## src/rtl/sdram_write.sv

```systemverilog
// SDRAM write engine: drains the source buffer one 512-word row at a time
// into bank 0, yielding to refresh only at burst boundaries.
module sdram_write #(
    parameter int ROW_MAX     = 299,
    parameter int START_LEVEL = 512
) (
    input  logic        clk,
    input  logic        rst,
    output logic        w_req,
    input  logic        w_en,
    input  logic        ref_req,
    output logic        write_ref_break_end,
    output logic        write_data_end,
    output logic [17:0] w_cmd,
    output logic [15:0] w_dq,
    output logic        w_dq_oe,
    input  logic [10:0] src_rd_count,
    output logic        src_rd_en,
    input  logic [15:0] src_rd_data
);

    typedef enum logic [4:0] {
        IDLE   = 5'b00001,
        WREQ   = 5'b00010,
        ACTIVE = 5'b00100,
        WRITE  = 5'b01000,
        PREC   = 5'b10000
    } state_t;

    localparam logic [17:0] CMD_NOP  = 18'h1C000;
    localparam logic [17:0] CMD_PALL = 18'h08400;
    localparam logic [1:0]  BA       = 2'b00;

    state_t      state;
    logic        start;
    logic [1:0]  act_cnt;
    logic        act_end;
    logic [1:0]  burst_cnt;
    logic [6:0]  burst_col;
    logic        row_end;
    logic [11:0] row;
    logic        row_end_flag;
    logic        ref_break;
    logic [3:0]  pre_cnt;
    logic        pre_end;
    logic        burst_last;
    logic        brk_hit;

    assign w_req     = (state == WREQ);
    assign src_rd_en = (state == WRITE);
    assign w_dq      = src_rd_data;

    assign write_data_end      = (state == PREC) & row_end_flag & pre_end;
    assign write_ref_break_end = (state == PREC) & ref_break & pre_end;

    assign burst_last = (state == WRITE) && (burst_cnt == 2'd3);
    // A refresh coinciding with the row end is left to the arbiter.
    assign brk_hit    = burst_last && ref_req && !row_end;

    always_ff @(posedge clk) begin
        if (rst) begin
            state        <= IDLE;
            start        <= 1'b0;
            act_cnt      <= 2'd0;
            act_end      <= 1'b0;
            burst_cnt    <= 2'd0;
            burst_col    <= 7'd0;
            row_end      <= 1'b0;
            row          <= 12'd0;
            row_end_flag <= 1'b0;
            ref_break    <= 1'b0;
            pre_cnt      <= 4'd0;
            pre_end      <= 1'b0;
            w_cmd        <= CMD_NOP;
            w_dq_oe      <= 1'b0;
        end else begin
            start   <= (state == IDLE) &&
                       (src_rd_count >= 11'(START_LEVEL));
            act_cnt <= (state == ACTIVE) ? act_cnt + 2'd1 : 2'd0;
            act_end <= (state == ACTIVE) && (act_cnt == 2'd2);

            burst_cnt <= (state == WRITE) ? burst_cnt + 2'd1 : 2'd0;
            if (row_end)
                burst_col <= 7'd0;
            else if (burst_last)
                burst_col <= burst_col + 7'd1;
            row_end <= (state == WRITE) && (burst_col == 7'd127) &&
                       (burst_cnt == 2'd2);

            if ((state == WRITE) && row_end)
                row <= (row == 12'(ROW_MAX)) ? 12'd0 : row + 12'd1;

            pre_cnt <= ((state == PREC) && (pre_cnt != 4'd8)) ?
                       pre_cnt + 4'd1 : 4'd0;
            pre_end <= (state == PREC) && (pre_cnt == 4'd7);

            if (pre_cnt == 4'd8)
                row_end_flag <= 1'b0;
            else if (row_end)
                row_end_flag <= 1'b1;

            if (pre_cnt == 4'd8)
                ref_break <= 1'b0;
            else if (brk_hit)
                ref_break <= 1'b1;

            w_dq_oe <= (state == WRITE);

            if ((state == ACTIVE) && (act_cnt == 2'd0))
                w_cmd <= {4'b0011, BA, row};
            else if ((state == WRITE) && (burst_cnt == 2'd0))
                w_cmd <= {4'b0100, BA, 3'b000, burst_col, 2'b00};
            else if ((state == PREC) && (pre_cnt == 4'd0))
                w_cmd <= CMD_PALL;
            else
                w_cmd <= CMD_NOP;

            case (state)
                IDLE:   if (start) state <= WREQ;
                WREQ:   if (w_en) state <= ACTIVE;
                ACTIVE: if (act_end) state <= WRITE;
                WRITE: begin
                    if (row_end || (ref_req && burst_cnt == 2'd3))
                        state <= PREC;
                end
                PREC: begin
                    if (pre_end && row_end_flag)
                        state <= IDLE;
                    else if (pre_end && ref_break)
                        state <= WREQ;
                end
                default: state <= IDLE;
            endcase
        end
    end

endmodule

```

## config.mk

```make
export PLATFORM = sky130hd
export DESIGN_NAME = sdram_write
export DESIGN_NICKNAME = d
export VERILOG_FILES = /design/src/rtl/sdram_write.sv
export SDC_FILE = /design/constraint.sdc
export NUM_CORES = 1
export LEC_CHECK = 0
export BUFFER_PORTS_ARGS = -buffer_cell sky130_fd_sc_hd__buf_2
export CORE_MARGIN = 3
export CORE_UTILIZATION = 40
export CTS_CLUSTER_DIAMETER = 120
export DETAILED_ROUTE_END_ITERATION = 7
export MAX_ROUTING_LAYER = met4
export PLACE_DENSITY = 0.71
export SLEW_MARGIN = 20
export SYNTH_ARGS = -nofsm -noshare
export SYNTH_HDL_FRONTEND = slang
export SYNTH_SLANG_ARGS = --single-unit
```

## constraint.sdc

```tcl
create_clock -name clk -period 3.15 [get_ports clk]
set_clock_uncertainty 0.2 [all_clocks]
set_input_delay 0.4725 -clock clk [delete_from_list [all_inputs] [get_ports clk]]
set_output_delay 0.4725 -clock clk [all_outputs]
set_load 0.03 [all_outputs]
```

==> results.toml, run 1 <==
[cells_and_area]
drive_gt1_share_pct = 14.2
nFillCells = 557
diodes = 0
nets = 314
layout-area-overhead-vs-synth_pct = 5.95
fin_util_pct = 45.0

[sta]
min_period_ps = 2560
setup_viol = 0
min_period_over_period_pct = 81.3
clock.fmax_mhz = 390
grt_setup_unrepaired = "false"
worstMarginPinSlew_ps = 716
slew_headroom_pct = 51.7
finalMaxSlewViolations = 0
hold_viol_final = 0
tns_ps = 0

[logic_synthesis]
async_reset_ff_share_pct = 0
synth_warnings = 0
synthTopCellsByCount = "dfxtp_1 (54), nor2_1 (26), buf_4 (19)"
avgSynthCellArea_sq_um = 9.02
synth.area.top_cells = "dfxtp_1 (45%), buf_4 (5.9%), ha_1 (4.7%)"
seq_area_frac_synth_pct = 45.1
yosysUniqueCellTypes = 42
synth_edf_count = 0
synthCells = 266
synth_seq_cells = 54
synth_area_sq_um = 2400
ys.flop_type = "dfxtp_1"
synth_top_area_share_pct = 45.1
yosysTopAreaCell = "dfxtp_1"
yosysMostFrequentCell = "dfxtp_1"

[global_routing]
overflow = 0
grt.total_usage_pct = 13.5
grt_pass1_wl_mm = 7.60
grt_antenna_before_repair = 0
grt_pass1_vias = 1720
grt_max_degree = 19

[flow_run]
drv_cap = 0

[hold_path]
hold_path_class = "reg2reg"

[route]
firstDrtPassIters = 4
totalWireLength_mm = 4.49
drc = 0
num_vias = 1834
vias_per_cell = 5.29
drtIter0Drc = 74
wl_per_cell_microns = 12.9
detail-route-antenna-nets = 0

[setup_path]
worst_ep_required_time_ps = 2480
endpoint_kind = "output pin"
startpoint_type = "register"
cp_max_fo = 9
crit_type = "reg2out"
cp_data_arrival_time_ps = 1890

[floorplan]
core.rowCount = 27
coreArea_sq_um = 5640
pin_count = 70
die_h_microns = 83.4
start_util_pct = 42.5
dieArea_sq_um = 6960
die_x_microns = 83.4

[clocking]
clock_latency_ps = 310
clock_path_buffers = 2
clkSinkCount = 54
cts_root_buf = "clkbuf_8"
postCtsSetupRepairBufs = 0
numCtsBuffers = 5
hold_buffers = 0
post_cts_resized = 0
clk_pin_slew_ps = 100
cts_tree = "done"
htree_levels = 2

[placement]
hpwl_mm = 3.34
gp_congestion = 0.894
numPortBuffers = 25

[power_and_ir_drop]
p_per_area_nw_per_um2 = 453
ir_drop_v = 0.000296
p_leak_nw = 1.00

[run_status]
status = "completed"
[registers in the layout, summed over array words and instances (netlist names), 2 cells and up]
register and flops:
pre_cnt 4, act_cnt 2, w_cmd 15, state 5, burst_col 7, row 12
burst_cnt 2
[metal layers]
metal | vias to the layer above | track usage, % | wire length [microns] | part of all wire (%)
met3 | 9 | 3.27 | 301 | 6.7
li1 | 917 | - | - | -
met2 | 48 | 21.6 | 2070 | 46
met4 | 0 | 5.12 | 65 | 1.4
met1 | 860 | 16.5 | 2050 | 46
met5 | - | - | 0 | 0
[final timing paths]
path / startpoint / end / slack [ps] / cells after the start
worst max register to register: state[0]$_SDFFE_PP1P_ / w_cmd[4]$_SDFF_PP0_ / 870 / 4
worst max-delay path: state[3]$_SDFFE_PP0P_ / src_rd_en / 590 / 4
worst min-delay path: act_cnt[0]$_SDFF_PP0_ / act_cnt[0]$_SDFF_PP0_ / 220 / 1
worst min register to register: act_cnt[0]$_SDFF_PP0_ / act_cnt[0]$_SDFF_PP0_ / 220 / 1
[logic make-up (layout without fill, tap and decap cells)]
logic type,Yosys count,in the layout,share of synthesized area [%]
other,1,3,0.156
adder cells (fa/ha/maj),9,9,4.69
multiplexers,2,2,0.835
AO/OA/AOI/OAI,35,35,9.60
flip-flops,54,54,45.1
XOR/XNOR,14,14,5.11
AND/OR/NAND/NOR,112,112,25.1
buffers and inverters,39,46,9.44
[power by group]
part	switching (W)	internal [W]
logic	0.0000378	0.0000206
registers	0.0000104	0.000689
clock network	0.000233	0.000161
total	0.000281	0.000870
[per-stage QoR]
| stage | total power, W | hold WS, ps | cells | instance area [sq um] | worst slack [ps] |
|---|---|---|---|---|---|
| detailed placement | 0.000773 | 206 | 339 | 2450 | 895 |
| global route | 0.00120 | 266 | 347 | 2540 | 381 |
| finish | 0.00115 | 219 | 347 | 2540 | 588 |
| CTS | 0.00116 | 215 | 347 | 2540 | 569 |
| global placement | 0.000770 | 203 | 339 | 2450 | 926 |
| floorplan | 0.000797 | 191 | 268 | 2410 | 1050 |
[cell usage in the layout, fill, tap and decap left out, types with 4 or more instances in the layout]
master,n
nor3_1,9
inv_1,12
buf_2,25
o21ai_0,9
nor2_1,26
dfxtp_1,54
a21oi_1,9
nand3_1,10
nand4_1,9
xnor2_1,7
or3_1,4
nor4_1,6
nand2_1,15
a22o_1,7
ha_1,9
xor2_1,7
clkbuf_8,5
and3_1,11
[final cells by class]
type / instances / area, sq um / share of cell area, %
clock buffers: 5 / 68.8 / 2.71
clock inverters: 3 / 25.0 / 0.985
inverters: 12 / 45.0 / 1.77
multi-input cells: 175 / 1100 / 43.2
flip-flops and latches: 54 / 1080 / 42.5
well taps: 72 / 90.1 / 3.55
repair buffers: 26 / 133 / 5.22
[worst max-delay path, stage by stage, from the launching register on]
cell and delay, ps:
dfxtp_1 450, nor2b_1 500, nand2_1 300, inv_1 130, buf_2 200
Note: power is estimated with default switching activity, not from simulation.
==> inputs of run 2 (changes only) <==
--- a/config.mk
+++ b/config.mk
@@ -11,7 +11,7 @@
 export CTS_CLUSTER_DIAMETER = 120
 export DETAILED_ROUTE_END_ITERATION = 7
 export MAX_ROUTING_LAYER = met4
-export PLACE_DENSITY = 0.71
+export PLACE_DENSITY = 0.74
 export SLEW_MARGIN = 20
 export SYNTH_ARGS = -nofsm -noshare
 export SYNTH_HDL_FRONTEND = slang
==> constraint.sdc (replaced) <==
create_clock -name clk -period 2.05 [get_ports clk]
set_clock_uncertainty 0.2 [all_clocks]
set_input_delay 0.3075 -clock clk [delete_from_list [all_inputs] [get_ports clk]]
set_output_delay 0.3075 -clock clk [all_outputs]
set_load 0.03 [all_outputs]
==> results.toml, run 2 (same netlist as run 1, synthesis figures left out) <==
[clocking]
clkSinkCount = 54
numCtsBuffers = 5
clk_pin_slew_ps = 90
cts_tree = "done"
htree_levels = 2
clock_latency_ps = 310
clock_path_buffers = 2
cts_root_buf = "clkbuf_8"
hold_buffers = 0

[setup_path]
crit_type = "reg2out"
cp_data_arrival_time_ps = 1470
worst_ep_required_time_ps = 1540
endpoint_kind = "output pin"
regToRegSetupSlack_ps = 80
r2r_start = "state[0]$_SDFFE_PP1P_"
startpoint_type = "register"
cp_max_fo = 5
r2r_end = "row[11]$_SDFFE_PP0P_"
rr_worst_depth = 4

[route]
drc = 0
vias_per_cell = 5.16
firstDrtPassIters = 4
drtIter0Drc = 135
num_vias = 1918
met1_length_mm = 2.22
topRoutingLayerUsed = "met4"
detail-route-antenna-nets = 0
wl_per_cell_microns = 13.2
wl_met2_mm = 2.32
totalWireLength_mm = 4.92
dr_wl_met3_microns = 298

[cells_and_area]
top_regs = "w_cmd (15), row (12), burst_col (7)"
mostFrequentLayoutCell = "dfxtp_1"
diodes = 0
drive_gt1_share_pct = 24.7
top_register = "w_cmd"
layout-area-overhead-vs-synth_pct = 16.2
largest_reg_flops = 15
fin_util_pct = 49.4
nets = 339
fin_cells = 372
final_area_sq_um = 2790
final_cell_mix = "dfxtp_1 (52), buf_4 (28), nor2_1 (24), buf_2 (22), nand2_1 (14)"

[power_and_ir_drop]
internal-power_w = 0.00136
clkPwrFrac_pct = 33.7
ir_drop_v = 0.000407
p_leak_nw = 1.13
pwr-share-comb_pct = 7.7
seqPwrFrac_pct = 58.6
p_per_area_nw_per_um2 = 652
switchingPower_w = 0.000455
sw_frac_of_total_pct = 25.0

[sta]
whs_ps = 74.1
min_period_ps = 1980
hold_viol_final = 0
tns_ps = 0
min_period_over_period_pct = 96.6
setup_viol = 0
grt_setup_unrepaired = "false"
finalMaxSlewViolations = 0
clock.fmax_mhz = 505

[hold_path]
hold_path_class = "in2reg"
holdPathStages = 3
min_to = "start$_SDFF_PP0_"
hp-start = "src_rd_count[9]"

[floorplan]
die_x_microns = 83.4
die_h_microns = 83.4
core.rowCount = 27
dieArea_sq_um = 6960
start_util_pct = 42.5
pin_count = 70
coreArea_sq_um = 5640

[placement]
postPlaceCellArea_sq_um = 2610
dp.cells = 361
hpwl_mm = 3.63
numPortBuffers = 25
gp_congestion = 0.877

[global_routing]
overflow = 0
grt_max_degree = 19
grt_antenna_before_repair = 0
grt_pass1_wl_mm = 8.08
grt.total_usage_pct = 14.6
grt_pass1_vias = 1799

[run_status]
status = "completed"

[flow_run]
drv_cap = 0
run 2: power groups by stage:
stage	Combinational [W]	Sequential [W]	Clock [W]
finish	0.000139	0.00106	0.000613
global route	0.000150	0.00107	0.000666
CTS	0.000133	0.00106	0.000632
detailed placement	0.000122	0.00109	0
global placement	0.000118	0.00109	0
floorplan	0.000132	0.00109	0
run 2: what timing repair did:
item                       4_1_cts  5_1_grt
pin swaps                        1        1
resized for setup                7       11
setup endpoints to repair        2        4
setup buffers                    1        2
run 2: how the worst max path moves through the flow:
| stage | startpoint | endpoint | slack (ps) | cells after the start |
|---|---|---|---|---|
| global route | state[0]$_SDFFE_PP1P_ | write_ref_break_end | 0.8 | 5 |
| floorplan | state[4]$_SDFFE_PP0P_ | row[11]$_SDFFE_PP0P_ | 30 | 6 |
| detailed placement | state[0]$_SDFFE_PP1P_ | row[11]$_SDFFE_PP0P_ | 90 | 4 |
| finish | state[0]$_SDFFE_PP1P_ | write_ref_break_end | 70 | 5 |
| CTS | state[3]$_SDFFE_PP0P_ | src_rd_en | 10 | 5 |
| global placement | state[0]$_SDFFE_PP1P_ | row[11]$_SDFFE_PP0P_ | 130 | 4 |
run 2: metal layers:
layer,vias up,global-route usage [%]
li1,968,-
met1,900,18.2
met2,43,23.0
met3,7,2.98
met4,0,6.29
met5,-,-
run 2: worst max-delay path: stages, from the launching register on:
cell	delay, ps
dfxtp_1	330
buf_4	170
nor2_4	140
and3_4	210
and3_1	160
buf_4	150
run 2: metrics by stage:
step / worst slack (ps) / total power, W
after floorplan: 26.1 / 0.00123
after global routing: 0.810 / 0.00188
after global placement: 132 / 0.00121
after CTS: 9.76 / 0.00183
after detailed placement: 92.0 / 0.00121
final: 70.3 / 0.00182
run 2: final cells by class:
type | instances | area, sq um
multi-input combinational | 175 | 1140
clock inverter | 3 | 25.0
tap | 72 | 90.1
timing repair buffer | 51 | 332
fill | 522 | 2860
sequential | 54 | 1080
inverter | 12 | 45.0
clock buffer | 5 | 68.8
==> inputs of run 3 (changes only) <==
--- a/config.mk
+++ b/config.mk
@@ -10,8 +10,10 @@
 export CORE_UTILIZATION = 40
 export CTS_CLUSTER_DIAMETER = 120
 export DETAILED_ROUTE_END_ITERATION = 7
+export GPL_ROUTABILITY_DRIVEN = 0
 export MAX_ROUTING_LAYER = met4
 export PLACE_DENSITY = 0.74
+export SKIP_LAST_GASP = 1
 export SLEW_MARGIN = 20
 export SYNTH_ARGS = -nofsm -noshare
 export SYNTH_HDL_FRONTEND = slang
==> constraint.sdc (replaced) <==
create_clock -name clk -period 2.05 [get_ports clk]
set_clock_uncertainty 0.2 [all_clocks]
set_input_delay 0.41 -clock clk [delete_from_list [all_inputs] [get_ports clk]]
set_output_delay 0.41 -clock clk [all_outputs]
set_load 0.03 [all_outputs]
==> results.toml, run 3 (same netlist as run 1, synthesis figures left out) <==
[setup_path]
startpoint_type = "register"
worst_path_max_delay_cell = "dfxtp_2"
critPathBufInv = 2
cp_max_fo = 5
cp_data_arrival_time_ps = 1400
worst_ep_required_time_ps = 1440
worstPathCellList = "buf_6, nor2_4, and3_4, and3_4, buf_6"
critPathTopFamily = "simple AND/OR/NAND/NOR gates"
crit_type = "reg2out"
cp_slowest_stage_delay_ps = 340
endpoint_kind = "output pin"

[sta]
tns_ps = 0
setup_viol = 0
min_period_over_period_pct = 98.1
hold_viol_final = 0
grt_setup_unrepaired = "true"
clock.fmax_mhz = 497
finalMaxSlewViolations = 0
whs_ps = 160
min_period_ps = 2010

[global_routing]
overflow = 0
grt_pass1_vias = 1736
grt_antenna_before_repair = 0
grt_max_degree = 19
grt.total_usage_pct = 13.8
grt_pass1_wl_mm = 7.60

[route]
totalWireLength_mm = 4.57
drc = 0
drtIter0Drc = 95
detail-route-antenna-nets = 0
wl_per_cell_microns = 12.3
firstDrtPassIters = 4
vias_per_cell = 5.01
num_vias = 1858

[clocking]
numCtsBuffers = 5
htree_levels = 2
cts_tree = "done"
clkSinkCount = 54
clock_path_buffers = 2
clock_latency_ps = 310
hold_buffers = 0
cts_root_buf = "clkbuf_8"
clk_pin_slew_ps = 90

[floorplan]
pin_count = 70
coreArea_sq_um = 5640
die_h_microns = 83.4
start_util_pct = 42.5
dieArea_sq_um = 6960
die_x_microns = 83.4
core.rowCount = 27

[power_and_ir_drop]
p_per_area_nw_per_um2 = 645
p_leak_nw = 1.12
ir_drop_v = 0.000379

[cells_and_area]
nets = 338
largest_reg_flops = 15
layout-area-overhead-vs-synth_pct = 15.8
top_register = "w_cmd"
diodes = 0
nFillCells = 525
final_cell_mix = "dfxtp_1 (51), buf_4 (26), nor2_1 (24), buf_2 (22), nand2_1 (14)"
mostFrequentLayoutCell = "dfxtp_1"
final_area_sq_um = 2780
drive_gt1_share_pct = 24.7
fin_cells = 371
top_regs = "w_cmd (15), row (12), burst_col (7)"

[placement]
hpwl_mm = 3.54
dp.cells = 361
postPlaceCellArea_sq_um = 2610
numPortBuffers = 25

[run_status]
status = "completed"

[hold_path]
hold_path_class = "in2reg"

[flow_run]
drv_cap = 0
[run 3: cell types whose count changed in the layout (fill, tap and decap cells not counted)]
cell        delta
and3_1         -1
and3_4         +1
buf_4          -2
buf_6          +1
clkinv_4       -1
clkinvlp_4     +1
dfxtp_1        -1
dfxtp_2        +1
inv_1          +1
inv_2          -1
nor2_2         +1
nor2_4         -1
nor2b_2        +1
nor2b_4        -1
[run 3: worst reg2reg max path, cell delays in order (launching register included)]
cell	delay, ps
dfxtp_2	340
or3_1	400
or4_4	460
or3_1	380
a21oi_2	130
[run 3: stage by stage]
| step | total power [W] | utilization (%) | setup WS (ps) |
|---|---|---|---|
| after floorplan | 0.00123 | - | 26.1 |
| after global placement | 0.00121 | 46.3 | 133 |
| after detailed placement | 0.00121 | 46.3 | 113 |
| after CTS | 0.00182 | 48.8 | 0.838 |
| after global routing | 0.00187 | 49.2 | -25.6 |
| final | 0.00179 | 49.2 | 38.0 |
[run 3: path summary, 6_finish.rpt]
check | from | end | slack, ps | cells after the start
setup reg to reg | state[0]$_SDFFE_PP1P_ | row[11]$_SDFFE_PP0P_ | 90 | 4
setup / recovery | state[0]$_SDFFE_PP1P_ | write_ref_break_end | 40 | 5
hold / removal | rst | state[3]$_SDFFE_PP0P_ | 160 | 2
hold reg to reg | act_cnt[0]$_SDFF_PP0_ | act_cnt[0]$_SDFF_PP0_ | 220 | 1
[run 3: what timing repair did]
item                                    4_1_cts  5_1_grt
setup buffers                                 1        1
pin swaps                                     2        3
endpoints found under the setup margin        3        4
gates resized for setup                      14        5
[run 3: layout make-up]
class,instances,area (sq um),share of cell area (%)
clock buffer,5,68.8,2.48
clock inverter,3,23.8,0.856
inverter,12,45.0,1.62
multi-input combinational,175,1140,40.9
sequential,54,1080,39.1
tap,72,90.1,3.24
timing repair buffer,50,328,11.8
[run 3: layer usage]
layer / wire length, microns / vias to the layer above / track usage, %
met5: 0 / - / -
met4: 33 / 0 / 5.70
li1: - / 972 / -
met2: 2120 / 40 / 21.8
met1: 2200 / 842 / 16.6
met3: 227 / 4 / 3.97
[run 3: power by group]
group	internal (W)	total (W)	switching (W)	leakage, nW
Combinational	0.0000583	0.000137	0.0000790	0.644
Sequential	0.00106	0.00106	0.00000593	0.436
Clock	0.000244	0.000590	0.000346	0.0408
Total	0.00136	0.00179	0.000431	1.12
